--- config.mk ---
export PLATFORM = sky130hd
export DESIGN_NAME = fp_mul_seq
export DESIGN_NICKNAME = d
export VERILOG_FILES = /design/src/rtl/fp_mul_seq.sv
export SDC_FILE = /design/constraint.sdc
export NUM_CORES = 1
export LEC_CHECK = 0
export ABC_AREA = 1
export CAP_MARGIN = 20
export CORE_ASPECT_RATIO = 1.5
export CORE_MARGIN = 2
export CORE_UTILIZATION = 52
export DETAILED_ROUTE_END_ITERATION = 10
export GPL_TIMING_DRIVEN = 0
export PLACE_DENSITY = 0.88
export SLEW_MARGIN = 20
export SYNTH_ARGS = -nofsm -noshare
export SYNTH_HDL_FRONTEND = slang
export SYNTH_SLANG_ARGS = --single-unit
--- constraint.sdc ---
create_clock -name clk -period 3 [get_ports clk]
set_input_delay 0.6 -clock clk [delete_from_list [all_inputs] [get_ports clk]]
set_output_delay 0.6 -clock clk [all_outputs]
set_load 0.005 [all_outputs]
--- src/rtl/fp_mul_seq.sv ---
// Sequential IEEE-754 single-precision multiplier: shift-add mantissa product,
// RNE rounding, flush-to-zero, denormals-are-zero, fixed latency for all operand classes.
module fp_mul_seq #(
    parameter int unsigned BITS_PER_CYCLE = 1
) (
    input  logic        clk,
    input  logic        reset,
    input  logic        start,
    input  logic [31:0] A,
    input  logic [31:0] B,
    output logic        busy,
    output logic        done,
    output logic [31:0] R,
    output logic [4:0]  flags
);

    localparam int unsigned N        = 24 / BITS_PER_CYCLE;
    localparam int unsigned PW       = 24 + BITS_PER_CYCLE;
    localparam logic [4:0]  CNT_LAST = 5'(N - 1);
    localparam logic [31:0] QNAN     = 32'h7FC0_0000;

    typedef enum logic [1:0] {
        S_IDLE,
        S_MUL,
        S_NORM,
        S_DONE
    } state_t;

    state_t              state_q;
    logic                busy_q;
    logic                done_q;
    logic [31:0]         r_q;
    logic [4:0]          flags_q;
    logic [23:0]         mcand_q;
    logic [23:0]         mplier_q;
    logic [47:0]         acc_q;
    logic signed [9:0]   exp_q;
    logic                sign_q;
    logic [4:0]          cnt_q;
    logic                special_q;
    logic [31:0]         spec_r_q;
    logic [4:0]          spec_f_q;

    // Operand classification (exponent 0 counts as zero)
    logic [7:0]  ea, eb;
    logic [22:0] fa, fb;
    logic        nan_a, nan_b, snan_a, snan_b;
    logic        inf_a, inf_b, zero_a, zero_b;
    logic        prod_sign;
    logic signed [9:0] exp_sum;

    assign ea        = A[30:23];
    assign eb        = B[30:23];
    assign fa        = A[22:0];
    assign fb        = B[22:0];
    assign nan_a     = (ea == 8'hFF) && (fa != '0);
    assign nan_b     = (eb == 8'hFF) && (fb != '0);
    assign snan_a    = nan_a && !fa[22];
    assign snan_b    = nan_b && !fb[22];
    assign inf_a     = (ea == 8'hFF) && (fa == '0);
    assign inf_b     = (eb == 8'hFF) && (fb == '0);
    assign zero_a    = (ea == '0);
    assign zero_b    = (eb == '0);
    assign prod_sign = A[31] ^ B[31];
    assign exp_sum   = $signed({2'b00, ea}) + $signed({2'b00, eb}) - 10'sd127;

    logic        special_d;
    logic [31:0] spec_r_d;
    logic [4:0]  spec_f_d;

    always_comb begin
        special_d = nan_a | nan_b | inf_a | inf_b | zero_a | zero_b;
        spec_r_d  = '0;
        spec_f_d  = '0;
        if (nan_a || nan_b) begin
            spec_r_d = QNAN;
            spec_f_d = {snan_a | snan_b, 4'b0000};
        end else if ((inf_a && zero_b) || (zero_a && inf_b)) begin
            spec_r_d = QNAN;
            spec_f_d = 5'b10000;
        end else if (inf_a || inf_b) begin
            spec_r_d = {prod_sign, 8'hFF, 23'd0};
        end else begin
            spec_r_d = {prod_sign, 31'd0};
        end
    end

    // Shift-add step: the new partial product enters the top half, then the
    // whole accumulator shifts right so the final value lands at bit 0.
    logic [PW-1:0]               pp_sum;
    logic [47+BITS_PER_CYCLE:0]  acc_wide;
    logic [47:0]                 acc_step;

    always_comb begin
        pp_sum   = PW'(acc_q[47:24]) + PW'(mcand_q) * PW'(mplier_q[BITS_PER_CYCLE-1:0]);
        acc_wide = {pp_sum, acc_q[23:0]};
        acc_step = acc_wide[47+BITS_PER_CYCLE:BITS_PER_CYCLE];
    end

    logic              norm_hi;
    logic [22:0]       man_pre;
    logic              guard, sticky, round_up;
    logic [23:0]       man_inc;
    logic signed [9:0] e_fin;
    logic [31:0]       res_r;
    logic [4:0]        res_f;

    always_comb begin
        norm_hi  = acc_q[47];
        man_pre  = norm_hi ? acc_q[46:24] : acc_q[45:23];
        guard    = norm_hi ? acc_q[23] : acc_q[22];
        sticky   = norm_hi ? (|acc_q[22:0]) : (|acc_q[21:0]);
        round_up = guard & (sticky | man_pre[0]);
        // A carry out of rounding leaves the low 23 bits zero, i.e. mantissa 1.0
        man_inc  = {1'b0, man_pre} + 24'(round_up);
        e_fin    = exp_q + $signed(10'(norm_hi)) + $signed(10'(man_inc[23]));
        res_r    = '0;
        res_f    = '0;
        if (special_q) begin
            res_r = spec_r_q;
            res_f = spec_f_q;
        end else if (e_fin >= 10'sd255) begin
            res_r = {sign_q, 8'hFF, 23'd0};
            res_f = 5'b00101;
        end else if (e_fin <= 10'sd0) begin
            res_r = {sign_q, 31'd0};
            res_f = 5'b00011;
        end else begin
            res_r = {sign_q, e_fin[7:0], man_inc[22:0]};
            res_f = {4'b0000, guard | sticky};
        end
    end

    always_ff @(posedge clk) begin
        if (reset) begin
            state_q   <= S_IDLE;
            busy_q    <= 1'b0;
            done_q    <= 1'b0;
            r_q       <= '0;
            flags_q   <= '0;
            mcand_q   <= '0;
            mplier_q  <= '0;
            acc_q     <= '0;
            exp_q     <= '0;
            sign_q    <= 1'b0;
            cnt_q     <= '0;
            special_q <= 1'b0;
            spec_r_q  <= '0;
            spec_f_q  <= '0;
        end else begin
            case (state_q)
                S_IDLE: begin
                    done_q <= 1'b0;
                    if (start) begin
                        mcand_q   <= {1'b1, fa};
                        mplier_q  <= {1'b1, fb};
                        sign_q    <= prod_sign;
                        exp_q     <= exp_sum;
                        acc_q     <= '0;
                        cnt_q     <= CNT_LAST;
                        special_q <= special_d;
                        spec_r_q  <= spec_r_d;
                        spec_f_q  <= spec_f_d;
                        busy_q    <= 1'b1;
                        state_q   <= S_MUL;
                    end
                end
                S_MUL: begin
                    acc_q    <= acc_step;
                    mplier_q <= mplier_q >> BITS_PER_CYCLE;
                    cnt_q    <= cnt_q - 5'd1;
                    if (cnt_q == '0) begin
                        state_q <= S_NORM;
                    end
                end
                S_NORM: begin
                    r_q     <= res_r;
                    flags_q <= res_f;
                    done_q  <= 1'b1;
                    state_q <= S_DONE;
                end
                S_DONE: begin
                    done_q  <= 1'b0;
                    busy_q  <= 1'b0;
                    state_q <= S_IDLE;
                end
                default: begin
                    state_q <= S_IDLE;
                    busy_q  <= 1'b0;
                    done_q  <= 1'b0;
                end
            endcase
        end
    end

    assign busy  = busy_q;
    assign done  = done_q;
    assign R     = r_q;
    assign flags = flags_q;

endmodule
# Word level (Yosys, flattened, before mapping)

Index checks and enable logic that the tools add are counted.

Add/subtract/negate cells: 7
Multipliers: 1
Eq/ne operators: 7
Bitwise operators: 10
Muxes and demuxes: 26
Order comparisons: 2
Reduce and logical (&&, ||, !) cells: 31

Operators by type and width:

| cell                                                                                 | number |
|---|---|
| 32-bit two-way mux                                                                   | 3 |
| 48-bit one-hot mux with 2 select lines                                               | 1 |
| 31-bit two-way mux                                                                   | 3 |
| 48-bit two-way mux                                                                   | 1 |
| 24-bit one-hot mux with 2 select lines                                               | 1 |
| 23-bit zero test                                                                     | 2 |
| 23-bit nonzero test                                                                  | 2 |
| 24-bit by 25-bit adder with 25-bit output                                            | 1 |
| 24-bit by 1-bit multiplier with 25-bit output                                        | 1 |
| 23-bit by 1-bit adder with 24-bit output                                             | 1 |
| 24-bit two-way mux                                                                   | 1 |
| 23-bit two-way mux                                                                   | 1 |
| 23-bit OR reduction                                                                  | 1 |
| 22-bit OR reduction                                                                  | 1 |
| 10-bit by 2-bit adder with 10-bit output                                             | 2 |
| 5-bit two-way mux                                                                    | 4 |
| 8-bit == test, second input constant                                                 | 2 |
| 8-bit zero test                                                                      | 2 |
| 10-bit by 9-bit greater-or-equal comparator with 1-bit output, second input constant | 1 |
| 10-bit by 1-bit <= comparator with 1-bit output, second input constant               | 1 |
| 5-bit one-hot mux with 2 select lines                                                | 1 |
| 9-bit by 7-bit subtractor with 10-bit output, second input constant                  | 1 |
| 8-bit by 8-bit adder with 9-bit output                                               | 1 |
| 1-bit logical AND                                                                    | 8 |
| other kinds (19)                                                                     | 41 |

Output and inout bits: 39
Bits in registers: 191
Bits of input ports: 67
Logic and storage cells: 98

# Logic depth before layout (Yosys ltp)

Gate-level depths: netlist of run 1.

Depth after elaboration: 10
Depth in mapped cells: 25
Mapped depth without buffers: 24

# Worst setup path before layout of run 1

No wires, ideal clock.

Kind: register to register
Start: register acc_q[47]
End: register r_q[14] (netlist: R[14])
Setup slack: -0.275 ns
Data arrival time: 3.143 ns
Data required time: 2.868 ns
Period minus slack after synthesis: 3.275 ns
Stages on the path, launching flop included: 26
Cells stage by stage: dfxtp_1 > inv_2 > buf_6 > nand2_1 > nand2_2 > nor2_2 > nand3_2 > nor2_4 > nand2_1 > nor4_1 > nand4_1 > fa_1 > inv_1 > ha_1 > nand2_1 > nor2_1 > nand2_1 > nand2_1 > nand2_1 > nor2_1 > nand3_2 > nand2_4 > nor2_8 > buf_6 > nand2_1 > a21oi_1

Word-level cells in the longest chain between the ends: 9

Ends and longest elaborated chain:

| element                                                        | line     | source |
|---|---|---|
| start: declaration                                             | 36       | `logic [47:0] acc_q;` |
| start signal: assignment                                       | 169      | `acc_q <= acc_step;` |
| 1-bit two-way mux / 23-bit two-way mux (equally long branches) | 112, 110 |  |
| 1-bit bitwise OR                                               | 113      | `round_up = guard & (sticky \| man_pre[0]);` |
| 1-bit AND                                                      | 113      |  |
| 23-bit by 1-bit adder with 24-bit output                       | 115      | `man_inc = {1'b0, man_pre} + 24'(round_up);` |
| 10-bit by 2-bit adder with 10-bit output                       | 116      | `e_fin = exp_q + $signed(10'(norm_hi)) + $signed(10'(man_inc[23]));` |
| 10-bit by 1-bit <= comparator with 1-bit output                | 125      | `end else if (e_fin <= 10'sd0) begin` |
| 31-bit two-way mux                                             | 125      |  |
| 31-bit two-way mux (*)                                         | 122      | `end else if (e_fin >= 10'sd255) begin` |
| 32-bit two-way mux (*)                                         | 119      | `if (special_q) begin` |
| end signal: assignment                                         | 177      | `r_q <= res_r;` |
| end: declaration                                               | 32       | `logic [31:0] r_q;` |

Every way passes the cells marked *; elsewhere a longest branch is shown, timed or not.
A chain may end at the register's enable or synchronous reset.

# Final worst setup path of run 1

Start: register acc_q[47]
End: register r_q[23] (netlist: R[23])

Word-level cells in the longest chain between the ends: 9

Ends and longest elaborated chain:

| element                                                        | line |
|---|---|
| 1-bit two-way mux / 23-bit two-way mux (equally long branches) | 112, 110 |
| 1-bit bitwise OR                                               | 113 |
| 1-bit AND                                                      | 113 |
| 23-bit by 1-bit adder with 24-bit output                       | 115 |
| 10-bit by 2-bit adder with 10-bit output (*)                   | 116 |
| 10-bit by 1-bit <= comparator with 1-bit output                | 125 |
| 31-bit two-way mux                                             | 125 |
| 31-bit two-way mux (*)                                         | 122 |
| 32-bit two-way mux (*)                                         | 119 |

Marks and branches as above.

==> results.sh, run 1 <==
export IMPL_vias=11223
export IMPL_grt_max_degree=19
export IMPL_worstSetupPathType="flop to flop"
export IMPL_reg2reg_from="acc_q[47]"
export IMPL_hold_class="flop to flop"
export IMPL_hold_viol_final=0
export IMPL_ys_async_sr_fraction=0
export IMPL_worst_slack_ns=-0.9372
export IMPL_routedWlPerCell_um=16.58
export IMPL_core_um2=18550
export IMPL_dp_hpwl_mm=23.74
export IMPL_drt_total_wl_mm=32.88
export IMPL_syn_area_um2=9842
export IMPL_synth_area_leaders="dfxtp_1 (32%), nand2_1 (17%), a21oi_1 (7.8%)"
export IMPL_timing_final_crit_share=1.312
export IMPL_die_area_um2=20070
export IMPL_die_h_um=172.5
export IMPL_fin_cells=1983
export IMPL_irDropWorstVdd_uv=575.9
export IMPL_skew_ns=0.01095
export IMPL_synth_yosys_seq_area_share=0.3193
export IMPL_max_cap_violations=0
export IMPL_die_x_um=116.3
export IMPL_synth_nets=1669
export IMPL_cp_max_fo=7
export IMPL_antennaDiodeCount=0
export IMPL_utilization=0.6868
export IMPL_rsz0062_at_grt="yes"
export IMPL_grt_overflow=0
export IMPL_critPathLaunch="acc_q[47]"
export IMPL_h_tree_depth=4
export IMPL_fmax_ghz=0.2540
export IMPL_clkLatencyLatePin_ns=0.44
export IMPL_grt_pass1_wl_mm=50.19
export IMPL_drc_errors=0
export IMPL_rrSetupSlack_ns=-0.94
export IMPL_postSynthCellCount=1551
export IMPL_top_layer_used="met4"
export IMPL_ys_ff_latch=157
export IMPL_p_total_mw=7.872
export IMPL_fill_cells=1510
export IMPL_synth_top_cell_area_share=0.3193
export IMPL_regToRegEndpoint="R[23]"
export IMPL_drive_gt1_frac=0.1317
export IMPL_core_rowCount=61
export IMPL_min_from="done"
export IMPL_dr_wl_met2_mm=16.91
export IMPL_whs_endpoint="done"
export IMPL_first_global_vias=10930
export IMPL_slew_headroom=0.4555
export IMPL_hold_buffers=0
export IMPL_synthDistinctLibCells=47
export IMPL_pre_cts_slack_ns=-0.8493
export IMPL_ys_warn_count=0
export IMPL_rr_worst_depth=21
export IMPL_yosys_area_top_type="dfxtp_1"
export IMPL_finalCriticalPeriod_ns=3.937
export IMPL_antenna_found_initial=0
export IMPL_outcome="finished, violations left"
export IMPL_root_buffer="clkbuf_16"
export IMPL_critPathCaptureType="flop"
export IMPL_final_nets=1836
export IMPL_port_buffers=104
export IMPL_drtPass1Iterations=7
export IMPL_synth_edf_count=0
export IMPL_cts_tree="done"
export IMPL_wl_met1_mm=11.28
export IMPL_pin_count=106
export IMPL_clock_sinks=157
export IMPL_gp_congestion=0.9473
export IMPL_synth_top_flop_cell="dfxtp_1"
export IMPL_start_util=0.5307
export IMPL_drt_initial_drc_count=702
export IMPL_worst_slew_pin_slew_ns=0.8082
export IMPL_leakagePower_nw=5.645
export IMPL_slew_viol_final=0
export IMPL_required_ns=3.29
export IMPL_cp_arrival_ns=4.22
export IMPL_route_met3_wl_mm=2.039
export IMPL_whs_path_depth=2
export IMPL_post_place_cells=1907
export IMPL_clk_pin_slew_ns=0.08
export IMPL_setup_violations=34
export IMPL_via_per_inst=5.660
export IMPL_numCtsBuffers=17
export IMPL_cp_start_kind="flop"
export IMPL_postRouteAntennaNets=0
export IMPL_synthToLayoutAreaGrowth_pct=29.43
export IMPL_track_usage=0.3198
export IMPL_failed_checks="negative setup slack"
export IMPL_avgSynthCellArea_um2=6.346
export IMPL_clock_path_buffers=2
export IMPL_power_density_nw_per_um2=617.9
what timing repair did:
| action | 4_1_cts | 5_1_grt |
|---|---|---|
| setup endpoints to repair | 34 | 44 |
| buffers inserted | 35 | 7 |
| resized for setup | 54 | 66 |
| gates cloned | 2 | 0 |
| pin swaps | 14 | 17 |
cell usage in the layout, fill, tap and decap left out, types with 10 or more instances in the layout:
cell type,n
dfxtp_1,154
a21oi_2,20
nand2_2,33
a21oi_1,133
o21ai_1,17
nand3_1,64
xor2_1,10
nand4_1,26
ha_1,47
nand2_1,400
inv_1,175
nor3_1,11
a31oi_1,30
clkbuf_1,43
nor2_4,11
o21ai_0,96
clkdlybuf4s50_1,104
nor2_1,144
nand2_4,19
buf_4,40
clkbuf_16,17
critical path, cell delays in order (launching register included):
cell,delay [ns]
dfxtp_4,0.40
buf_8,0.14
buf_6,0.11
buf_4,0.15
nand2_1,0.08
nand2_1,0.23
nor2_1,0.25
nand4_1,0.34
fa_2,0.53
inv_2,0.10
ha_4,0.19
nand3_4,0.10
inv_4,0.10
nand2_2,0.05
nand2_2,0.10
nand2_4,0.07
nor2_4,0.17
nand3_4,0.11
nand3_4,0.12
clkinvlp_4,0.23
nand2_1,0.13
a21oi_1,0.08
report_power, final:
part / total, mW / internal (mW) / switching, mW
combinational: 2.89 / 0.957 / 1.93
sequential: 2.73 / 2.46 / 0.272
clock: 2.25 / 1.21 / 1.04
total: 7.87 / 4.63 / 3.24
sequential cells by signal, indices dropped and copies added, names as in the netlist, 2 cells and up:
name / count
R: 32
mplier_q: 24
state_q: 2
cnt_q: 5
flags: 4
exp_q: 10
spec_r_q: 3
mcand_q: 24
acc_q: 48
routing by layer:
layer  track usage  vias up
met5             0        -
met4        0.2505        0
met3       0.04487      172
met2        0.5816      529
met1        0.3202     5138
li1              -     5384
cell type report:
class / instances / area (um2) / area share
buffer: 61 / 301.5 / 0.02367
clock buffer: 17 / 425.4 / 0.03340
clock inverter: 15 / 196.4 / 0.01542
inverter: 185 / 703.2 / 0.05520
multi-input combinational: 1148 / 6228 / 0.4889
sequential: 157 / 3149 / 0.2472
tap: 252 / 315.3 / 0.02475
timing repair buffer: 148 / 1419 / 0.1114
worst max-delay path by stage:
stage          endpoint  slack (ns)  cells past startpoint
2_1_floorplan     R[14]       -0.03                     25
3_3_place_gp   flags[0]       -0.79                     23
3_5_place_dp   flags[0]       -0.85                     23
4_1_cts           R[26]       -0.60                     24
5_1_grt           R[26]       -1.05                     21
6_report          R[23]       -0.94                     21
cell families (layout without fill, tap and decap cells):
kind of cell | after synthesis | count (layout) | share of synthesized area
AOI/OAI and AO/OA | 319 | 319 | 0.1707
xor gates and xnor gates | 16 | 16 | 0.01500
adders and majority gates | 51 | 51 | 0.06712
buffers and inverters | 246 | 426 | 0.09814
DFF | 157 | 157 | 0.3193
other | 1 | 1 | 0.0003810
and+or+nand+nor | 761 | 761 | 0.3293
synthesized netlist by cell type, drive strengths merged, types with 17 or more instances:
library cell,n
o21ai,118
nand3,76
buf,17
nand4,27
nand2,453
clkbuf,44
a31oi,30
inv,184
dfxtp,157
a21oi,153
ha,48
nor2,166
per-stage QoR:
| step | hold slack (ns) | area [um2] | TNS, ns |
|---|---|---|---|
| finish | 0.4547 | 12740 | -28.85 |
| global route | 0.4760 | 12740 | -32.38 |
| CTS | 0.4587 | 12420 | -18.88 |
| detailed placement | 0.4444 | 11320 | -23.13 |
| global placement | 0.4361 | 11320 | -21.41 |
| floorplan | 0.4402 | 9962 | -0.4475 |
(Power assumes the default switching activity.)
==> run 2: changes to the inputs <==
--- a/config.mk
+++ b/config.mk
@@ -8,7 +8,6 @@
 export ABC_AREA = 1
 export CAP_MARGIN = 20
 export CORE_ASPECT_RATIO = 1.5
-export CORE_MARGIN = 2
 export CORE_UTILIZATION = 52
 export DETAILED_ROUTE_END_ITERATION = 10
 export GPL_TIMING_DRIVEN = 0
==> run 2 against run 1 <==
- the run still ends with negative setup slack left
- first-iteration DRC count up 33%
- combinational power down 4%
- clock power down 2%
- global-route usage up 1.8 points
- setup slack better by 0.13 ns
- sequential share of layout area up 0.27 points
- via count down 0.49%
- non-clock buffer count up 11
- clock-buffer cell count up 1
- critical path depth up 6
- register-to-register slack better by 0.13 ns
- critical endpoint is now R[0]
==> results.sh, run 2 (synthesis gave the netlist of run 1 again) <==
export IMPL_port_buffers=104
export IMPL_postRouteAntennaNets=0
export IMPL_core_rowCount=61
export IMPL_core_um2=18550
export IMPL_drc_errors=0
export IMPL_vias=11168
export IMPL_hold_viol_final=0
export IMPL_die_area_um2=19490
export IMPL_via_per_inst=5.601
export IMPL_h_tree_depth=4
export IMPL_pwr_share_seq=0.354
export IMPL_leakagePower_nw=5.603
export IMPL_hold_class="flop to flop"
export IMPL_antennaDiodeCount=0
export IMPL_root_buffer="clkbuf_16"
export IMPL_clkLatencyLatePin_ns=0.45
export IMPL_routedWlPerCell_um=16.29
export IMPL_switching_share=0.4061
export IMPL_timing_final_crit_share=1.268
export IMPL_clock_sinks=157
export IMPL_failed_checks="negative setup slack"
export IMPL_outcome="finished, violations left"
export IMPL_pre_cts_slack_ns=-0.7680
export IMPL_path_buf_inv=22
export IMPL_drt_total_wl_mm=32.48
export IMPL_slew_viol_final=0
export IMPL_worst_slew_pin_slew_ns=0.8353
export IMPL_finalCriticalPeriod_ns=3.804
export IMPL_power_density_nw_per_um2=612.1
export IMPL_gp_congestion=0.9403
export IMPL_fmax_ghz=0.2629
export IMPL_dp_hpwl_mm=23.62
export IMPL_drtPass1Iterations=5
export IMPL_drt_initial_drc_count=934
export IMPL_p_int_mw=4.580
export IMPL_p_clk_frac=0.287
export IMPL_critical_path_top_delay_family="buffers and inverters"
export IMPL_cp_max_fo=6
export IMPL_required_ns=3.37
export IMPL_utilization=0.6792
export IMPL_grt_max_degree=18
export IMPL_clk_pin_slew_ns=0.07
export IMPL_cts_tree="done"
export IMPL_combPwrFrac=0.359
export IMPL_critPathCaptureType="flop"
export IMPL_start_util=0.5307
export IMPL_numCtsBuffers=17
export IMPL_fill_cells=1476
export IMPL_netSwitchingPower_mw=3.131
export IMPL_rsz0062_at_grt="yes"
export IMPL_largest_reg_flops=48
export IMPL_synthToLayoutAreaGrowth_pct=27.99
export IMPL_fin_cells=1994
export IMPL_antenna_found_initial=0
export IMPL_setup_violations=34
export IMPL_die_x_um=114.3
export IMPL_drive_gt1_frac=0.1142
export IMPL_max_cap_violations=0
export IMPL_pin_count=106
export IMPL_worst_slack_ns=-0.8039
export IMPL_post_place_cells=1907
export IMPL_track_usage=0.3376
export IMPL_slowest_delay_ns=0.39
export IMPL_die_h_um=170.5
export IMPL_first_global_vias=10937
export IMPL_final_common_cell="nand2_1"
export IMPL_layout_common_cells="nand2_1 (422), inv_1 (176), dfxtp_1 (155)"
export IMPL_cp_start_kind="flop"
export IMPL_clock_path_buffers=2
export IMPL_cpMostUsedCell="buf_4"
export IMPL_slew_headroom=0.4373
export IMPL_cp_arrival_ns=4.17
export IMPL_irDropWorstVdd_uv=539.6
export IMPL_grt_pass1_wl_mm=51.36
export IMPL_final_nets=1847
export IMPL_largest_register="acc_q"
export IMPL_grt_overflow=0
export IMPL_worstSetupPathType="flop to flop"
export IMPL_crit_path_top_delay_cell="dfxtp_4"
export IMPL_skew_ns=0.01010
run 2: changes by cell type in the layout (fill, tap and decap cells not counted), moves of 2 or more:
cell | before | now
nand3_4 | 6 | 2
a21oi_1 | 133 | 145
nand2_1 | 400 | 422
nand2_4 | 19 | 10
a21oi_2 | 20 | 8
nand3_1 | 64 | 67
buf_4 | 40 | 53
nand2_2 | 33 | 20
inv_6 | 1 | 3
run 2: path summary, 6_finish.rpt:
kind	from	endpoint	slack [ns]	cells past startpoint
min reg2reg	done	done	0.45	2
max	acc_q[47]	R[0]	-0.80	27
min	done	done	0.45	2
max reg2reg	acc_q[47]	R[0]	-0.80	27
run 2: per-stage QoR:
stage | instance area [um2] | power (mW) | hold slack (ns) | setup TNS, ns
final | 12600 | 7.711 | 0.4532 | -23.13
after global routing | 12600 | 8.100 | 0.4630 | -30.90
after CTS | 12420 | 7.540 | 0.4543 | -18.71
after detailed placement | 11320 | 5.247 | 0.4424 | -22.48
after global placement | 11320 | 5.163 | 0.4359 | -21.15
after floorplan | 9962 | 4.370 | 0.4402 | -0.4475
run 2: worst min-delay path, stage by stage (launching register included):
cell,delay (ns)
dfxtp_1,0.32
inv_1,0.05
a21oi_1,0.05
run 2: power groups by stage:
stage | combinational [mW] | sequential [mW] | clock, mW
after floorplan | 1.69 | 2.68 | 0
after global placement | 2.44 | 2.72 | 0
after detailed placement | 2.50 | 2.74 | 0
after CTS | 2.65 | 2.70 | 2.19
after global routing | 3.04 | 2.76 | 2.30
final | 2.77 | 2.73 | 2.21
run 2: final cells by class:
class	count	area, um2	area share
multi-input cells	1148	6036	0.4791
flip-flops and latches	157	3148	0.2499
repair buffers	160	1505	0.1195
inverters	185	696.9	0.05532
clock buffers	18	429.2	0.03407
well taps	252	315.3	0.02503
plain buffers	60	297.8	0.02364
clock inverters	14	168.9	0.01341
run 2: layer usage:
metal,GRT usage,vias to the layer above,share of wire
li1,-,5397,-
met4,0.2434,0,0.068
met1,0.3387,5072,0.35
met5,0,-,0
met2,0.6182,532,0.52
met3,0.06270,167,0.061
run 2: timing repair:
action	in CTS	in global routing
endpoints found under the hold margin	0	0
gates resized for setup	36	29
buffers inserted	43	11
gates cloned	2	0
hold buffers	0	0
pin swaps	24	10
setup endpoints to repair	34	39
